File: config.mk
export PLATFORM = sky130hd
export DESIGN_NAME = fetch_stage
export DESIGN_NICKNAME = d
export VERILOG_FILES = /design/src/rtl/fetch_stage.sv
export SDC_FILE = /design/constraint.sdc
export NUM_CORES = 1
export LEC_CHECK = 0
export ABC_CLOCK_PERIOD_IN_PS = 3900
export CAP_MARGIN = 20
export CORE_ASPECT_RATIO = 1.4
export CORE_MARGIN = 5
export CORE_UTILIZATION = 41
export CTS_CLUSTER_DIAMETER = 80
export DETAILED_ROUTE_END_ITERATION = 16
export PLACE_DENSITY = 0.77
export SETUP_SLACK_MARGIN = 0.4
export SLEW_MARGIN = 20
export SYNTH_ARGS = -nofsm -noshare
export SYNTH_HDL_FRONTEND = slang
export SYNTH_SLANG_ARGS = --single-unit
File: constraint.sdc
create_clock -name clk -period 3.9 [get_ports clk]
set_input_delay 0.78 -clock clk [delete_from_list [all_inputs] [get_ports clk]]
set_output_delay 0.78 -clock clk [all_outputs]
set_load 0.02 [all_outputs]
File: src/rtl/fetch_stage.sv
// IF stage of the 5-stage MIPS pipeline: owns the PC, applies stall/redirect/halt
// priority, and holds the IF/ID pipeline register handed to the decode stage.
module fetch_stage #(
  parameter logic [31:0] PC_INIT     = 32'hFFFFFFFC,
  parameter logic [31:0] BUBBLE      = 32'h00000000,
  parameter logic [5:0]  SENTINEL_OP = 6'b111111
) (
  input  logic        clk,
  input  logic        rst,
  input  logic [31:0] instr_in,
  input  logic        stall,
  input  logic        branch_taken,
  input  logic [31:0] branch_target,
  input  logic        jump,
  input  logic [31:0] jump_target,
  output logic [31:0] pc,
  output logic [31:0] if_id_instr,
  output logic [31:0] if_id_pc_plus4,
  output logic        if_id_valid,
  output logic        halted,
  output logic [31:0] fetch_count
);

  logic [31:0] pc_q, pc_d;
  logic [31:0] instr_q, instr_d;
  logic [31:0] pc4_q, pc4_d;
  logic [31:0] count_q, count_d;
  logic        valid_q, valid_d;
  logic        halted_q, halted_d;

  logic        redir;
  logic [31:0] target;
  logic [31:0] pc_plus4;
  logic        pre_start;
  logic        sentinel;

  assign redir     = jump | branch_taken;
  assign target    = (jump ? jump_target : branch_target) & ~32'h3;
  assign pc_plus4  = pc_q + 32'd4;
  // While pc sits at PC_INIT the memory word is meaningless, so no halt check.
  assign pre_start = (pc_q == PC_INIT);
  assign sentinel  = (instr_in[31:26] == SENTINEL_OP) && !pre_start;

  always_comb begin
    pc_d     = pc_q;
    instr_d  = instr_q;
    pc4_d    = pc4_q;
    count_d  = count_q;
    valid_d  = valid_q;
    halted_d = halted_q;
    if (halted_q) begin
      // frozen until reset
    end else if (redir) begin
      pc_d    = target;
      instr_d = BUBBLE;
      valid_d = 1'b0;
    end else if (stall) begin
      // hold everything
    end else if (pre_start) begin
      pc_d    = pc_plus4;
      instr_d = BUBBLE;
      valid_d = 1'b0;
    end else if (sentinel) begin
      halted_d = 1'b1;
      instr_d  = BUBBLE;
      valid_d  = 1'b0;
    end else begin
      pc_d    = pc_plus4;
      instr_d = instr_in;
      pc4_d   = pc_plus4;
      valid_d = 1'b1;
      count_d = count_q + 32'd1;
    end
  end

  always_ff @(posedge clk or posedge rst) begin
    if (rst) begin
      pc_q     <= PC_INIT;
      instr_q  <= BUBBLE;
      pc4_q    <= 32'd0;
      count_q  <= 32'd0;
      valid_q  <= 1'b0;
      halted_q <= 1'b0;
    end else begin
      pc_q     <= pc_d;
      instr_q  <= instr_d;
      pc4_q    <= pc4_d;
      count_q  <= count_d;
      valid_q  <= valid_d;
      halted_q <= halted_d;
    end
  end

  assign pc             = pc_q;
  assign if_id_instr    = instr_q;
  assign if_id_pc_plus4 = pc4_q;
  assign if_id_valid    = valid_q;
  assign halted         = halted_q;
  assign fetch_count    = count_q;

endmodule

Word-level counts from Yosys, hierarchy flattened. Cells that the tools add are included.

Output and inout port bits: 130. Input port bits: 101. Register bits: 130.

Mux-type cells: 18. Reduce and logical (&&, ||, !) cells: 5. Equal/unequal tests: 4. Add/sub/neg operators: 2. Bitwise operators: 6.

Operator list (count): two-way mux 32 bit (9); adder 32 x 1 -> 32 bit, second input constant (1); adder 32 x 3 -> 32 bit, second input constant (1); equality test 32 bit, second input constant (1); two-way mux 1 bit (9); equality test 6 bit, second input constant (1); inverter 1 bit (5); AND reduction 5 bit (1); != test 3 bit, second input constant (1); AND reduction 3 bit (1); != test 2 x 1 -> 1 bit, second input constant (1); AND reduction 2 bit (1); logical AND 1 bit (1); zero test 1 bit (1); OR 1 bit (1).

Longest topological paths before layout.
Word-level depth: 8. Mapped depth: 8. Depth with buffers taken out: 6.

Least setup slack after synthesis. Ideal clock, no wire load.

Path kind: input-to-reg. From: input port jump. To: register instr_q[0] (netlist: if_id_instr[0]). Stages: 6. Path buffers: 3. Arrival: 2344 ps. Slack: 1490 ps. Library setup time: 66 ps. Cell sequence: clkbuf_1 > nor2_1 > a21o_1 > clkbuf_1 > clkbuf_1 > a22o_1.

Longest elaborated chain between the ends: 3.

Ends and longest elaborated chain: start: declaration (RTL line 14) `input logic jump,`; OR 1 bit * (RTL line 37) `assign redir = jump | branch_taken;`; != test 2 x 1 -> 1 bit (no line); AND reduction 2 bit (no line); end signal: assignment (RTL line 86) `instr_q <= instr_d;`; end: declaration (RTL line 25) `logic [31:0] instr_q, instr_d;`.

Every way passes the cells marked *; elsewhere a longest branch is shown, timed or not. A chain may end at the register's enable or synchronous reset.

Worst setup path in the final report.
From: register pc_q[2] (netlist: pc[2]). To: register pc4_q[20] (netlist: if_id_pc_plus4[20]).

Longest elaborated chain between the ends: 5.

Ends and longest elaborated chain: start: declaration (RTL line 24) `logic [31:0] pc_q, pc_d;`; start signal: assignment (RTL line 85) `pc_q <= pc_d;`; branches (longest 5 deep; another with adder 32 x 3 -> 32 bit); end signal: assignment (RTL line 87) `pc4_q <= pc4_d;`; end: declaration (RTL line 26) `logic [31:0] pc4_q, pc4_d;`.

Several ways; the timed one is not identified.

==> results.txt <==
----------------------------------------------------
[Yosys]
  Compound-cell area share of the yosys netlist ... 21.9%
  Number of distinct library cell variants in the gate-level netlist after synthesis ... 66
  Post-synthesis share of cell area spent on and, or, nand and nor gates ... between 10% and 20%
  Number of enable-type register cells in the synthesized netlist ... 0
  YS warnings ... 0
  Largest area contributor in the netlist ... dfrtp_1
  Largest cells by area after synthesis ... dfrtp_1 (36%), dfstp_2 (12%), xnor2_1 (6.2%)
  Multiplexer share of the synthesized area ... 0.980%
  Share of synthesized area occupied by flip-flops and latches ... around half
  Post-synthesis area per instance ... between 9 and 10 sq um
  Synthesized-area fraction occupied by adder cells ... less than 1%
  Dominant register cell in the synthesized netlist ... dfrtp_1
  Netlist area before placement ... around 6600 sq um
  Number of storage elements in the synthesis netlist ... ~130
  Synth Instances ... 664
  Dominant combinational cell family by area after synthesis ... compound AO/OA/AOI/OAI gates
  Share of the synthesized area in the top cell type ... between 30% and 40%
  Post-synthesis share of cell area spent on xor and xnor gates ... 7.79%
  Share of flip-flops with an asynchronous set or reset after synthesis ... 100%

[Clock tree]
  Clk slew on worst S/H paths ... ~0.06 ns
  Hold bufs inserted after CTS ... 0
  Num Clock Sinks ... between 100 and 150
  Clk root buf ... clkbuf_16
  CTS Buf Count ... 17
  Post-CTS Setup Repair Bufs ... 0
  Clock tree from TritonCTS ... yes
  Maximum number of buffers from clock root to sink ... 2
  Clock network latency to the later pin of the worst-skew pair ... between 0.4 and 0.5 ns
  Level count of the clock H-tree ... 4
  Count of cells resized by post-cts repair ... 0

[Pwr]
  Cell internal power dissipation ... between 3 and 4 mW
  Switching part of the total ... 29.9%
  Leak ... 3.82 nW
  Share of power burned in the clock network ... about 40%
  Combinational Power Share ... roughly a quarter
  Worst voltage drop across the vdd grid ... ~0.00045 V
  Reported net switching power ... around 1.3 mW
  Cell area power density ... 461 nW/um^2
  Sequential share of power ... a little under two fifths

[Drt]
  Wire length reported by the detailed router ... between 20000 and 25000 um
  Post-route antenna net violation count ... 0
  Post-detailed-route DRC marker count ... 0
  Detail-routed via count per cell ... between 5 and 6
  Average wire length per cell after detail routing ... between 20 and 25 um
  Initial DRC Count ... about 430
  Length of the first detailed-routing pass in iterations ... 5
  Routed via count ... between 6000 and 7000

[Floorplanning]
  Overall die area ... between 15000 and 20000 sq um
  Y dimension of the die ... about 160 um
  Core Rows ... 55
  Number of top-level pins ... 231
  Area of the core ... 16000 sq um
  Initial Utilization ... about two fifths
  Width of the chip ... approximately 120 um

[Place]
  Setup slack at placement ... 0.706 ns
  Placed Instances ... ~1100
  Final RePlAce weighted congestion ... 0.885
  Detailed-placement wirelength estimate ... 15300 um
  Number of port buffers ... around 220

[Timing]
  Post-route fraction of the period consumed by the critical path ... between 70% and 80%
  Setup repair after global routing missed its margin ... no
  Max transition margin ... 43.4%
  Post-route setup slack ... ~0.83 ns
  Fin. Hold Viols ... 0
  Maximum operating frequency ... around 0.33 GHz
  Final setup vio count ... 0
  Post-layout min period ... approximately 3.1 ns
  Max-slew violation count ... 0
  Final-layout setup total negative slack ... 0 ns
  Pin slew with the least headroom to its limit ... around 0.85 ns
  Worst setup skew after layout ... 0.0107 ns

[Min path]
  Path category of the worst min-delay check ... reg2reg

[Layout]
  Number of nets in the finished design ... 973
  Count of filler cells inserted in the layout ... between 1000 and 1500
  Number of inserted diodes ... 0
  Layout Cells excl Fill ... approximately 1100
  Area grow syn2layout ... 45.6%
  Fraction of final layout cells with drive strength greater than 1 ... between 10% and 20%

[Critical path]
  Arrival time at the worst endpoint ... 3.33 ns
  Data required time at the worst endpoint ... ~4.2 ns
  Critical setup path kind ... reg2reg
  Max FO, Critical Path ... 30
  Critical Path End Type ... flop
  Kind of start point of the critical path ... flop

[GRT]
  Global-route congestion overflow total ... 0
  All-layer global routing usage ... between 20% and 30%
  Wire length of the first global-routing pass ... between 30000 and 40000 um
  Number of antenna violations at the first check in global routing ... 0
  Number of global-route vias before repair ... approximately 6400
  Largest net degree at the start of global routing ... about 130

[Status]
  Result of the run ... finished, final reports clean

[Flow run]
  Max capacitance violation total ... 0

----------------------------------------------------
cell usage after synthesis (5+ instances only):
| library cell | number |
|---|---|
| nor3_1 | 12 |
| inv_1 | 13 |
| or3_1 | 5 |
| buf_4 | 7 |
| xor2_1 | 12 |
| o21ai_0 | 66 |
| and4_1 | 9 |
| o31ai_1 | 5 |
| nor4_1 | 6 |
| and2_1 | 7 |
| a21oi_1 | 11 |
| clkbuf_1 | 26 |
| o211ai_1 | 12 |
| nand2_1 | 54 |
| dfstp_2 | 30 |
| and3_1 | 12 |
| a31oi_1 | 30 |
| xnor2_1 | 47 |
| a22o_1 | 33 |
| nand3_1 | 24 |
| buf_2 | 16 |
| nor2_1 | 22 |
| nand4_1 | 23 |
| dfrtp_1 | 96 |
power by group through the flow:
stage          clock network, mW  logic (mW)  registers, mW
4_1_cts                     1.81        1.05           1.64
5_1_grt                     1.87        1.11           1.67
3_5_place_dp                   0        1.04           1.66
2_1_floorplan                  0       0.362           1.80
6_report                    1.78        1.04           1.64
3_3_place_gp                   0        1.03           1.65
logic make-up (layout without fill, tap and decap cells):
group                      count (synthesis)  after routing
and+or+nand+nor                          193            193
adders and majority gates                  2              2
muxes                                      6              6
xor gates and xnor gates                  59             59
buffers and inverters                     70            286
other                                      1              4
AOI/OAI and AO/OA                        207            207
DFF                                      126            126
cells in the final DEF, fill, tap and decap left out, types with 5 or more instances in the layout:
master	synthesis	routed
and3_1	12	12
nor3_1	12	12
and4_1	9	9
nand3_1	24	24
o21ai_0	66	66
a31oi_1	30	30
nand4_1	23	23
buf_4	7	18
xor2_1	12	12
clkdlybuf4s50_1	0	222
inv_1	13	12
a21oi_1	11	10
or3_1	5	5
dfstp_2	30	30
nor4_1	6	6
clkbuf_16	0	17
a22o_1	33	33
xnor2_1	47	47
bufinv_16	0	5
nand2_1	54	54
dfrtp_1	96	96
nor2_1	22	21
o211ai_1	12	12
clkinvlp_4	0	5
and2_1	7	7
o31ai_1	5	5
stage by stage:
step	util, %	hold WS (ns)	power [mW]	instance area, sq um
2_1_floorplan	-	0.515	2.16	6650
3_3_place_gp	56.2	0.461	2.68	9000
3_5_place_dp	56.2	0.468	2.70	9000
4_1_cts	60.3	0.482	4.50	9670
5_1_grt	60.3	0.513	4.65	9670
6_report	60.3	0.481	4.46	9670
critical path, cell delays in order (launching register included):
cell,delay (ns)
dfstp_2,0.62
ha_1,0.30
and4_1,0.36
nand2_1,0.30
o31ai_4,0.54
or2_2,0.59
o21ai_0,0.20
path summary, 6_finish.rpt:
check | startpoint | endpoint | slack, ns | depth (start not counted)
min in group asynchronous | rst | if_id_instr[25] | 0.92 | 3
hold / removal | if_id_valid | if_id_valid | 0.48 | 2
setup / recovery | pc[2] | if_id_pc_plus4[20] | 0.83 | 6
setup reg to reg | pc[2] | if_id_pc_plus4[20] | 0.83 | 6
hold reg to reg | if_id_valid | if_id_valid | 0.48 | 2
max in group asynchronous | rst | if_id_instr[14] | 2.45 | 3
routing by layer:
metal	track usage [%]	part of all wire (%)
met5	0	0
met4	9.23	2.8
met3	5.11	5.9
met2	39.2	51
met1	27.7	40
final cells by class:
type / instances / area (sq um) / area share, %
clock inverters: 15 / 235 / 2.43
well taps: 199 / 249 / 2.58
flip-flops and latches: 126 / 3190 / 33.0
clock buffers: 17 / 425 / 4.40
repair buffers: 241 / 2380 / 24.6
multi-input cells: 471 / 3140 / 32.4
inverters: 13 / 52.6 / 0.544
registers in the layout, indices dropped and copies added (netlist names):
signal and count:
halted 1, if_id_instr 32, if_id_pc_plus4 30, pc 30
fetch_count 32, if_id_valid 1
No activity file was read; power rests on OpenSTA's default activity.
